===== config.mk =====
export PLATFORM = sky130hd
export DESIGN_NAME = fp_add_responder
export DESIGN_NICKNAME = d
export VERILOG_FILES = /design/src/rtl/fp_pkg.sv /design/src/rtl/fp_lzc.sv /design/src/rtl/fp_add_responder.sv
export SDC_FILE = /design/constraint.sdc
export NUM_CORES = 1
export LEC_CHECK = 0
export CAP_MARGIN = 20
export CELL_PAD_IN_SITES_DETAIL_PLACEMENT = 1
export CELL_PAD_IN_SITES_GLOBAL_PLACEMENT = 2
export CORE_ASPECT_RATIO = 0.9
export CORE_MARGIN = 1.5
export CORE_UTILIZATION = 38
export CTS_BUF_LIST = sky130_fd_sc_hd__clkbuf_8 sky130_fd_sc_hd__clkbuf_16
export DETAILED_ROUTE_END_ITERATION = 10
export PLACE_DENSITY_LB_ADDON = 0.2
export SYNTH_ARGS = -nofsm -noshare
export SYNTH_HDL_FRONTEND = slang
export SYNTH_HIERARCHICAL = 1
export SYNTH_SLANG_ARGS = --single-unit

===== constraint.sdc =====
create_clock -name Clk -period 8 [get_ports Clk]
set_input_delay 2.4 -clock Clk [delete_from_list [all_inputs] [get_ports Clk]]
set_output_delay 2.4 -clock Clk [all_outputs]
set_load 0.005 [all_outputs]

===== src/rtl/fp_pkg.sv =====
// Shared binary32 definitions used by the FP add/sub responder and its peers.
package fp_pkg;
    localparam int FP_W     = 32;
    localparam int FP_EXP_W = 8;
    localparam int FP_MAN_W = 23;
    localparam int FP_BIAS  = 127;

    localparam logic [31:0] FP_QNAN    = 32'h7FC0_0000;
    localparam logic [31:0] FP_POS_INF = 32'h7F80_0000;
    localparam logic [31:0] FP_NEG_INF = 32'hFF80_0000;

    typedef struct packed {
        logic                sign;
        logic [FP_EXP_W-1:0] exp;
        logic [FP_MAN_W-1:0] man;
    } fp32_t;

    typedef enum logic [2:0] {
        ST_IDLE,
        ST_ALIGN,
        ST_ADDSUB,
        ST_NORM,
        ST_ROUND,
        ST_DONE
    } add_state_t;

    function automatic logic is_nan(input fp32_t x);
        return (x.exp == '1) && (x.man != '0);
    endfunction

    function automatic logic is_inf(input fp32_t x);
        return (x.exp == '1) && (x.man == '0);
    endfunction
endpackage


===== src/rtl/fp_lzc.sv =====
// Combinational leading-zero counter for the 28-bit add/sub sum; all-zero gives 28.
module fp_lzc (
    input  logic [27:0] i_val,
    output logic [4:0]  o_cnt
);
    always_comb begin
        o_cnt = 5'd28;
        for (int i = 0; i < 28; i++) begin
            if (i_val[i]) o_cnt = 5'(27 - i);
        end
    end
endmodule


===== src/rtl/fp_add_responder.sv =====
// Multi-cycle binary32 add/subtract responder, one request in flight, fixed latency.
// FP_ADD_SUBNORMAL_EN: when defined, subnormal inputs/outputs are supported; otherwise flush-to-zero.
module fp_add_responder
    import fp_pkg::*;
#(
    parameter int PRECISION = 32,
    parameter int EXP_W     = 8,
    parameter int MAN_W     = 23
) (
    input  logic                 Clk,
    input  logic                 Rst_n,
    input  logic                 Load,
    input  logic                 Op,
    input  logic [PRECISION-1:0] A,
    input  logic [PRECISION-1:0] B,
    output logic [PRECISION-1:0] Result,
    output logic                 Valid
);
    if (PRECISION != FP_W || EXP_W != FP_EXP_W || MAN_W != FP_MAN_W) begin : g_bad_cfg
        $error("fp_add_responder supports binary32 only");
    end

    add_state_t  r_state, w_state_nxt;
    logic        w_accept;

    fp32_t       r_a, r_b;
    logic        r_op;

    logic [26:0] r_sx, r_sy, r_m;
    logic [9:0]  r_ex, r_en;
    logic        r_sgn_x, r_sub, r_zsign, r_zero, r_spec;
    logic [31:0] r_spec_val, r_rnd;
    logic [27:0] r_sum;

    logic [9:0]  w_ea, w_eb, w_ex, w_ey, w_diff;
    logic [23:0] w_sa, w_sb, w_sx, w_sy;
    logic        w_sgn_a, w_sgn_b, w_a_ge;
    logic [26:0] w_y_full, w_y_mask, w_y_al;
    logic        w_spec;
    logic [31:0] w_spec_val;

    logic [4:0]  w_lz, w_want, w_shl;
    logic [9:0]  w_maxsh;
    logic [26:0] w_norm;

    logic        w_inc;
    logic [24:0] w_rnd;
    logic [32:0] w_pack;
    logic [31:0] w_res;

    // ---------------- FSM ----------------
    always_ff @(posedge Clk or negedge Rst_n) begin
        if (!Rst_n) r_state <= ST_IDLE;
        else        r_state <= w_state_nxt;
    end

    always_comb begin
        w_state_nxt = r_state;
        w_accept    = 1'b0;
        case (r_state)
            ST_IDLE, ST_DONE: begin
                if (Load) begin
                    w_accept    = 1'b1;
                    w_state_nxt = ST_ALIGN;
                end
            end
            ST_ALIGN:  w_state_nxt = ST_ADDSUB;
            ST_ADDSUB: w_state_nxt = ST_NORM;
            ST_NORM:   w_state_nxt = ST_ROUND;
            ST_ROUND:  w_state_nxt = ST_DONE;
            default:   w_state_nxt = ST_IDLE;
        endcase
    end

    // ---------------- ALIGN: unpack, swap, shift ----------------
    always_comb begin
        w_ea = {2'b00, r_a.exp};
        w_sa = {1'b1, r_a.man};
        w_eb = {2'b00, r_b.exp};
        w_sb = {1'b1, r_b.man};
`ifdef FP_ADD_SUBNORMAL_EN
        if (r_a.exp == '0) begin w_ea = 10'd1; w_sa = {1'b0, r_a.man}; end
        if (r_b.exp == '0) begin w_eb = 10'd1; w_sb = {1'b0, r_b.man}; end
`else
        if (r_a.exp == '0) begin w_ea = '0; w_sa = '0; end
        if (r_b.exp == '0) begin w_eb = '0; w_sb = '0; end
`endif
        w_sgn_a  = r_a.sign;
        w_sgn_b  = r_b.sign ^ r_op;
        w_a_ge   = {w_ea, w_sa} >= {w_eb, w_sb};
        w_ex     = w_a_ge ? w_ea : w_eb;
        w_ey     = w_a_ge ? w_eb : w_ea;
        w_sx     = w_a_ge ? w_sa : w_sb;
        w_sy     = w_a_ge ? w_sb : w_sa;
        w_diff   = w_ex - w_ey;
        w_y_full = {w_sy, 3'b000};
        w_y_mask = ~(27'h7FF_FFFF << w_diff);
        // Everything shifted past the datapath collapses into the sticky bit.
        if (w_diff >= 10'd27) w_y_al = {26'd0, |w_sy};
        else                  w_y_al = (w_y_full >> w_diff) | {26'd0, |(w_y_full & w_y_mask)};
    end

    always_comb begin
        w_spec     = 1'b1;
        w_spec_val = FP_QNAN;
        if (is_nan(r_a) || is_nan(r_b))                       w_spec_val = FP_QNAN;
        else if (is_inf(r_a) && is_inf(r_b) && (w_sgn_a != w_sgn_b)) w_spec_val = FP_QNAN;
        else if (is_inf(r_a))                                 w_spec_val = w_sgn_a ? FP_NEG_INF : FP_POS_INF;
        else if (is_inf(r_b))                                 w_spec_val = w_sgn_b ? FP_NEG_INF : FP_POS_INF;
        else                                                  w_spec     = 1'b0;
    end

    // ---------------- NORM ----------------
    fp_lzc u_lzc (
        .i_val (r_sum),
        .o_cnt (w_lz)
    );

    always_comb begin
        w_want  = w_lz - 5'd1;
        w_maxsh = (r_ex > 10'd1) ? r_ex - 10'd1 : 10'd0;
        w_shl   = ({5'd0, w_want} > w_maxsh) ? w_maxsh[4:0] : w_want;
        // Only used when there is no carry, so bit 27 of the sum is zero.
        w_norm  = r_sum[26:0] << w_shl;
    end

    // ---------------- ROUND ----------------
    always_comb begin
        w_inc  = r_m[2] & (r_m[1] | r_m[0] | r_m[3]);
        w_rnd  = {1'b0, r_m[26:3]} + {24'd0, w_inc};
        // Hidden bit adds one to the exponent field, so mantissa overflow and
        // subnormal-to-normal promotion fall out of the same addition.
        w_pack = {r_en - 10'd1, 23'd0} + {8'd0, w_rnd};
        if (r_spec)                                   w_res = r_spec_val;
        else if (r_zero)                              w_res = {r_zsign, 31'd0};
`ifndef FP_ADD_SUBNORMAL_EN
        else if (!r_m[26])                            w_res = {r_sgn_x, 31'd0};
`endif
        else if (w_pack[32:23] >= 10'(2*FP_BIAS + 1)) w_res = r_sgn_x ? FP_NEG_INF : FP_POS_INF;
        else                                          w_res = {r_sgn_x, w_pack[30:0]};
    end

    // ---------------- datapath registers ----------------
    always_ff @(posedge Clk or negedge Rst_n) begin
        if (!Rst_n) begin
            r_a        <= '0;
            r_b        <= '0;
            r_op       <= 1'b0;
            r_sx       <= '0;
            r_sy       <= '0;
            r_ex       <= '0;
            r_sgn_x    <= 1'b0;
            r_sub      <= 1'b0;
            r_zsign    <= 1'b0;
            r_spec     <= 1'b0;
            r_spec_val <= '0;
            r_sum      <= '0;
            r_m        <= '0;
            r_en       <= '0;
            r_zero     <= 1'b0;
            r_rnd      <= '0;
            Result     <= '0;
            Valid      <= 1'b0;
        end else begin
            if (w_accept) begin
                r_a   <= A;
                r_b   <= B;
                r_op  <= Op;
                Valid <= 1'b0;
            end
            case (r_state)
                ST_ALIGN: begin
                    r_sx       <= {w_sx, 3'b000};
                    r_sy       <= w_y_al;
                    r_ex       <= w_ex;
                    r_sgn_x    <= w_a_ge ? w_sgn_a : w_sgn_b;
                    r_sub      <= w_sgn_a ^ w_sgn_b;
                    r_zsign    <= w_sgn_a & w_sgn_b;
                    r_spec     <= w_spec;
                    r_spec_val <= w_spec_val;
                end
                ST_ADDSUB: begin
                    r_sum <= r_sub ? ({1'b0, r_sx} - {1'b0, r_sy}) : ({1'b0, r_sx} + {1'b0, r_sy});
                end
                ST_NORM: begin
                    r_zero <= (r_sum == '0);
                    if (r_sum[27]) begin
                        r_m  <= {r_sum[27:2], r_sum[1] | r_sum[0]};
                        r_en <= r_ex + 10'd1;
                    end else begin
                        r_m  <= w_norm;
                        r_en <= r_ex - {5'd0, w_shl};
                    end
                end
                ST_ROUND: r_rnd <= w_res;
                ST_DONE: begin
                    if (!w_accept) begin
                        Result <= r_rnd;
                        Valid  <= 1'b1;
                    end
                end
                default: ;
            endcase
        end
    end
endmodule


# [Yosys cells after proc, flatten, opt, wreduce, memory -nomap -nowiden]
# Index checks and enable logic that the tools add are counted.
# W data, S select, Z words.
[op_classes] bitwise=11 shift=3 n_lt_le_gt_ge=5 n_reduce_logical=19 n_eq_ne=9 addsub=10 n_mux=65
[op_table] op="$mux W32" n=11
[op_table] op="$mux W24" n=4
[op_table] op="$mux W5" n=17
[op_table] op="$mux W27" n=2
[op_table] op="$logic_not A23 Y1" n=2
[op_table] op="$reduce_bool A23 Y1" n=2
[op_table] op="$mux W10" n=4
[op_table] op="$ge A34 B34 Y1" n=1
[op_table] op="$add A33 B25 Y33" n=1
[op_table] op="$mux W4" n=8
[op_table] op="$add A27 B27 Y28" n=1
[op_table] op="$logic_not A28 Y1" n=1
[op_table] op="$mux W28" n=1
[op_table] op="$sub A27 B27 Y28" n=1
[op_table] op="$and A27 B27 Y27" n=1
[op_table] op="$not A27 Y27" n=1
[op_table] op="$or A27 B1 Y27" n=1
[op_table] op="$reduce_or A27 Y1" n=1
[op_table] op="$shl A27 B10 Y27 const A" n=1
[op_table] op="$shl A27 B5 Y27" n=1
[op_table] op="$shr A27 B10 Y27" n=1
[op_table] op="$add A24 B1 Y25" n=1
[op_table] op="$reduce_or A24 Y1" n=1
[op_table] op="$sub A10 B1 Y10 const B" n=2
[op_table] op="other kinds (28)" n=55
[totals] wordCells=145 register_bits=296

# [Logic depth before layout (Yosys ltp)]
[logic_depth] depth_word=33 mapped_depth=31 mapped_depth_nobuf=25

# [By module]
# Netlist, hierarchy kept.
[modules_own_cells] module="fp_add_responder" area_each_um2=19084.6 cells_per_inst=2176 instances=1 seq_area_each_um2=6631.4
[modules_own_cells] module="fp_lzc" area_each_um2=336.6 cells_per_inst=60 instances=1 seq_area_each_um2=0.0

# [Worst setup path after synthesis]
# Ideal clock, no wire load.
[synth_path] kind="reg-to-reg" from="reg r_a[29] (netlist bit)" to="reg r_sy[1]" setup_time_ns=0.132 required_ns=7.868 n_path_buf=9 path_slack_ns=2.029 path_stages_with_launch=28 t_arrival_ns=5.839 path_cell_list="dfrtp_1 -> clkbuf_1 -> nor4_1 -> nand2_1 -> clkbuf_1 -> clkbuf_1 -> nand2_1 -> inv_1 -> ha_1 -> and4_1 -> a221oi_2 -> o21bai_4 -> nor3_4 -> buf_6 -> buf_2 -> buf_1 -> clkbuf_1 -> nor2_1 -> nor2_1 -> ha_1 -> clkbuf_1 -> clkbuf_1 -> mux4_2 -> mux2_2 -> nand2_1 -> a21oi_1 -> a22oi_1 -> o22ai_1"
[synth_between] elab_chain_len=8 elab_cells_between_ends=12
[synth_lines] item="start, declared" line_no="fp_add_responder.sv:26" text="fp32_t r_a, r_b;"
[synth_lines] item="start signal, assigned" line_no="fp_add_responder.sv:146" text="r_a <= '0;"
[synth_lines] item="start signal, assigned" line_no="fp_add_responder.sv:166" text="r_a <= A;"
[synth_lines] item="$logic_not A8 Y1" line_no="fp_add_responder.sv:85" text="if (r_a.exp == '0) begin w_ea = '0; w_sa = '0; end"
[synth_lines] item="$mux W24 or $mux W8 (tied branches)" line_no="fp_add_responder.sv:85"
[synth_lines] item="$ge A34 B34 Y1" line_no="fp_add_responder.sv:90" text="w_a_ge = {w_ea, w_sa} >= {w_eb, w_sb};"
[synth_lines] item="$mux W10, on equally long branches" line_no="fp_add_responder.sv:91, fp_add_responder.sv:92"
[synth_lines] item="$sub A10 B10 Y10" line_no="fp_add_responder.sv:95" text="w_diff = w_ex - w_ey;"
[synth_lines] item="$shr A27 B10 Y27" line_no="fp_add_responder.sv:100" text="else w_y_al = (w_y_full >> w_diff) | {26'd0, |(w_y_full & w_y_mask)};"
[synth_lines] item="$or A27 B1 Y27" line_no="fp_add_responder.sv:100"
[synth_lines] item="$mux W27 *" line_no="fp_add_responder.sv:99" text="if (w_diff >= 10'd27) w_y_al = {26'd0, |w_sy};"
[synth_lines] item="end signal, assigned" line_no="fp_add_responder.sv:174" text="r_sy <= w_y_al;"
[synth_lines] item="end, declared" line_no="fp_add_responder.sv:29" text="logic [26:0] r_sx, r_sy, r_m;"
# Mark *: on every way between the ends. The rest lies on a longest branch, timed or not.
# A chain may end at the register's enable or synchronous reset.

# [Final worst setup path]
[layout_path] from="reg r_a[25] (netlist bit)" to="reg r_sy[13]"
# Same word-level chain as after synthesis.

==> results.md <==
STA:
- Derived from the worst setup path, the maximum achievable clock frequency is 0.1493 GHz.
- The count of endpoints failing setup in the final report is 0.
- Summed over all failing endpoints, the final setup total negative slack is 0 ns.
- Setup repair after global routing left no endpoint under its margin.
- The slew of the pin with the lowest slew margin is 1.048 ns.
- The final hold violation count is 0.
- Measured against its own limit, the worst slew margin works out to 29.98%.
- The final number of max-transition violations is 0.
- Across all hold checks on the routed design, the worst slack comes to 0.4759 ns.
- The worst path needs 6.696 ns of the cycle, external delays included.
- The clock arrives with 0.01203 ns of skew.
- The final critical path takes up 83.70% of the cycle.

Floorplan:
- The die is 241.3 um wide.
- The number of standard-cell rows in the floorplan is 78.
- The floorplan step set the die height to 217.5 um.
- The I/O pin total is 101.
- The die footprint is 52,480 um^2.
- The initial utilization of the core area, before any placement, comes to 38.49%.
- The region available for standard cell placement spans 50,460 um^2.

Synth:
- Counting flops with an async set or reset pin after synthesis yields a share of 100.0%.
- The number of warnings issued by yosys is 6.
- In this run, distinct cell masters in the synthesized netlist total 92.
- After synthesis, the cell types taking the most area are dfrtp_1 34%, ha_1 6.4%, mux2_2 6.4%, mux2i_1 6.0%, nand2_1 5.9%.
- Counting flops and latches in the post-synthesis netlist gives 265.
- The instance count of the mapped netlist is 2,236.
- dfrtp_1 takes more of the synthesized area than any other cell.
- The commonest cells after synthesis are 307 x nand2_1, 265 x dfrtp_1, 198 x o21ai_0.
- Yosys mapped a number of flops with a built-in enable equal to 0.
- The total nets after synthesis is 2,406.
- In the synthesized netlist the dominant register cell turns out to be dfrtp_1.
- In this run the biggest area consumer among cell types represents 34.15% of the synthesized area.
- The most used standard cell by instance count after synthesis is nand2_1.
- The average cell area after synthesis is 8.686 um^2.
- The mapped netlist covers 19,420 um^2.
- The sequential element share of the synthesized area is 34.15%.

Final layout:
- The post-route netlist has 11.32% of its cells at a drive strength greater than 1.
- Leaving out filler cells and counting taps, the final layout contains 2,968.
- The number of diodes added for antenna fixing is 0.
- For this run, the share of the core covered by cells in the final layout is 43.81%.
- Compared with the post-synthesis result, the final layout area differs by 13.81%.
- The filler cells instantiated in the layout total 5,878.
- The final-stage net count is 2,438.

Min path:
- The worst hold path begins at r_rnd[18].
- Counting instances, the worst hold path has a depth of 2.
- The worst min-delay path class is reg2reg.
- The worst hold path terminates at r_rnd[18].

Placed design:
- The routability-driven placement congestion ratio is 0.9416.
- Once detailed placement completed, the half-perimeter wirelength came to 49,560 um.
- The post-placement cell count is 2,910.
- The count of port buffers added during placement is 100.

GRT:
- The met1 routing resource usage after global routing is 33.62%.
- In this run the most used layer during global routing was met2.
- The via count of the first global-routing pass was 17,700.
- The global router's overall resource usage is 25.14%.
- In the global route stage, met2 resource usage came out at 42.39%.
- The largest net degree at the start of global routing is 100.
- The initial antenna violation count is 0.
- The remaining global-route overflow is 0.
- The met3 routing resource usage after global routing is 3.253%.
- The first-pass GRT wire length is 103,600 um.

Drt:
- The average detailed-routed wire length per instance is 21.92 um.
- The number of vias in the routed layout is 17,050.
- In the routed layout, each cell is associated on average with a via count of 5.744.
- Summed over all layers, the routed wires come to 65,060 um.
- The remaining antenna violation count is 0.
- The number of iterations in the first detailed-routing pass is 5.
- The DRC marker count from the first detailed-route iteration is 1,025.
- The remaining routing DRC violations is 0.

Job:
- Across the run, the number of max-cap violations was 0.

Worst setup path:
- The endpoint of the most critical register-to-register path is r_sy[13].
- Along the worst path, the maximum fanout reaches 79.
- The cell depth of the worst flop-to-flop path is 18.
- The cell type of the slowest stage on the worst timing path is o211ai_4.
- Walking the worst path, the cells encountered are nor4_1 > nand2_1 > nand2_1 > inv_1 > ha_1 > a21oi_1 > o21ai_0 > a221oi_2 > o21bai_4 > nor3_4 > buf_4 > a221oi_2 > a32oi_2 > nand2_1 > o211ai_4 > o21bai_1 > o21ai_0 > a22o_1.
- In this design, the critical path's most frequently occurring cell is nand2_1.
- The critical path's largest stage delay is 0.74 ns.
- The element type at the critical path end is a flop.
- Data on the critical path is required at its endpoint by 8.42 ns.
- The startpoint identified for the worst register-to-register timing path is r_a[25].
- The critical path in this run is classified as reg2reg.
- The cell class contributing the biggest share of worst-path delay is compound AO/OA/AOI/OAI gates.
- Across all register-to-register paths, the minimum setup slack is 1.30 ns.
- The data arrival time of the critical path is 7.11 ns.
- The critical path buffer and inverter count is 2.
- The launching element type of the critical path is a flop.

Clocking:
- In this run, CTS created clock tree buffers numbering 34.
- The number of sinks driven by the clock tree is 265.
- The total setup buffers inserted after CTS is 0.
- CTS built an H-tree with a depth of 2.
- Clock-pin slew was measured on the worst setup and hold paths at 0.06 ns.
- Clock latency on the worst-skew pair, taken at its later pin, is 0.54 ns.
- The deepest clock path buffer count is 3.
- The post-cts hold buffer count is 0.
- The number of resized instances in the post-cts repair step is 0.
- The buffer cell driving the clock tree root is clkbuf_16.
- TritonCTS built the clock tree.

Run status:
- The run finished with clean final reports.
==> cell type report <==
class,count,area [um^2],area share (%)
multi-input combinational,1730,11890,53.78
sequential,265,6631,30.00
timing repair buffer,129,1221,5.525
clock buffer,42,972.2,4.398
clock inverter,14,135.1,0.6113
inverter,108,405.4,1.834
tap,680,850.8,3.849
==> sequential cells by signal, summed over array words and instances, names as in the netlist, 3 cells and up <==
| name | cells |
|---|---|
| r_ex | 8 |
| r_m | 27 |
| r_en | 10 |
| r_b | 32 |
| r_a | 31 |
| r_rnd | 32 |
| r_sum | 28 |
| r_sy | 27 |
| r_spec_val | 3 |
| r_sx | 24 |
| Result | 32 |
| r_state | 3 |
==> worst max-delay path by stage <==
stage / start / end / slack (ns) / cells after the start
final: r_a[25] / r_sy[13] / 1.30 / 18
after global routing: r_a[25] / r_sy[13] / 0.88 / 18
after CTS: r_a[25] / r_sy[13] / 1.38 / 18
after detailed placement: r_a[25] / r_sy[13] / 1.40 / 18
after global placement: r_a[25] / r_sy[13] / 1.64 / 18
after floorplan: r_a[29] / r_sy[1] / 2.03 / 27
==> worst reg2reg max path, stage by stage (launching register included) <==
cell	delay [ns]
dfrtp_1	0.48
nor4_1	0.45
nand2_1	0.72
nand2_1	0.42
inv_1	0.08
ha_1	0.32
a21oi_1	0.15
o21ai_0	0.12
a221oi_2	0.58
o21bai_4	0.18
nor3_4	0.20
buf_4	0.73
a221oi_2	0.22
a32oi_2	0.29
nand2_1	0.13
o211ai_4	0.74
o21bai_1	0.37
o21ai_0	0.16
a22o_1	0.24
==> layer usage <==
| metal | wire length [um] | vias up |
|---|---|---|
| li1 | - | 8102 |
| met1 | 29940 | 8510 |
| met2 | 30970 | 333 |
| met3 | 2429 | 102 |
| met4 | 1719 | 0 |
| met5 | 0 | - |
==> cell usage in the layout (no fill, tap or decap), types with 7 or more instances in the layout <==
master	n
mux2_2	110
o21ai_0	198
or2_2	11
inv_1	106
clkbuf_8	7
nor2_1	176
xnor2_1	41
ha_1	100
nor2b_1	32
a21o_1	19
a211oi_1	15
xor2_1	35
nand4_1	23
and3_1	12
nor3_1	32
a31oi_1	53
o21bai_1	8
clkdlybuf4s50_1	99
or3_1	17
a21oi_1	115
o211ai_1	11
and2_1	8
nor3b_1	7
o22ai_1	14
o21a_1	8
a22oi_1	11
nand2_1	307
nor4_1	32
a311oi_1	7
nand3_1	25
nand2b_1	17
mux4_2	19
dfrtp_1	265
o31ai_1	19
mux2i_1	115
buf_4	28
clkbuf_16	35
==> stage by stage <==
step,setup slack (ns),cell area [um^2]
6_report,1.304,22100
5_1_grt,0.8753,22100
4_1_cts,1.381,22090
3_5_place_dp,1.402,20980
3_3_place_gp,1.637,20980
2_1_floorplan,2.029,19420
==> cells by family (layout without fill, tap and decap cells) <==
| logic type | after synthesis | in the layout | share of synthesized area (%) |
|---|---|---|---|
| simple gates | 736 | 736 | 17.70 |
| compound gates | 571 | 571 | 18.62 |
| flops | 265 | 265 | 34.15 |
| mux | 245 | 245 | 14.56 |
| buf+inv | 241 | 293 | 4.903 |
| fa+ha+maj | 102 | 102 | 6.649 |
| xor+xnor | 76 | 76 | 3.427 |
Power is not shown: default switching activity piles up to over one toggle a cycle in this logic, so the estimate is an artifact.
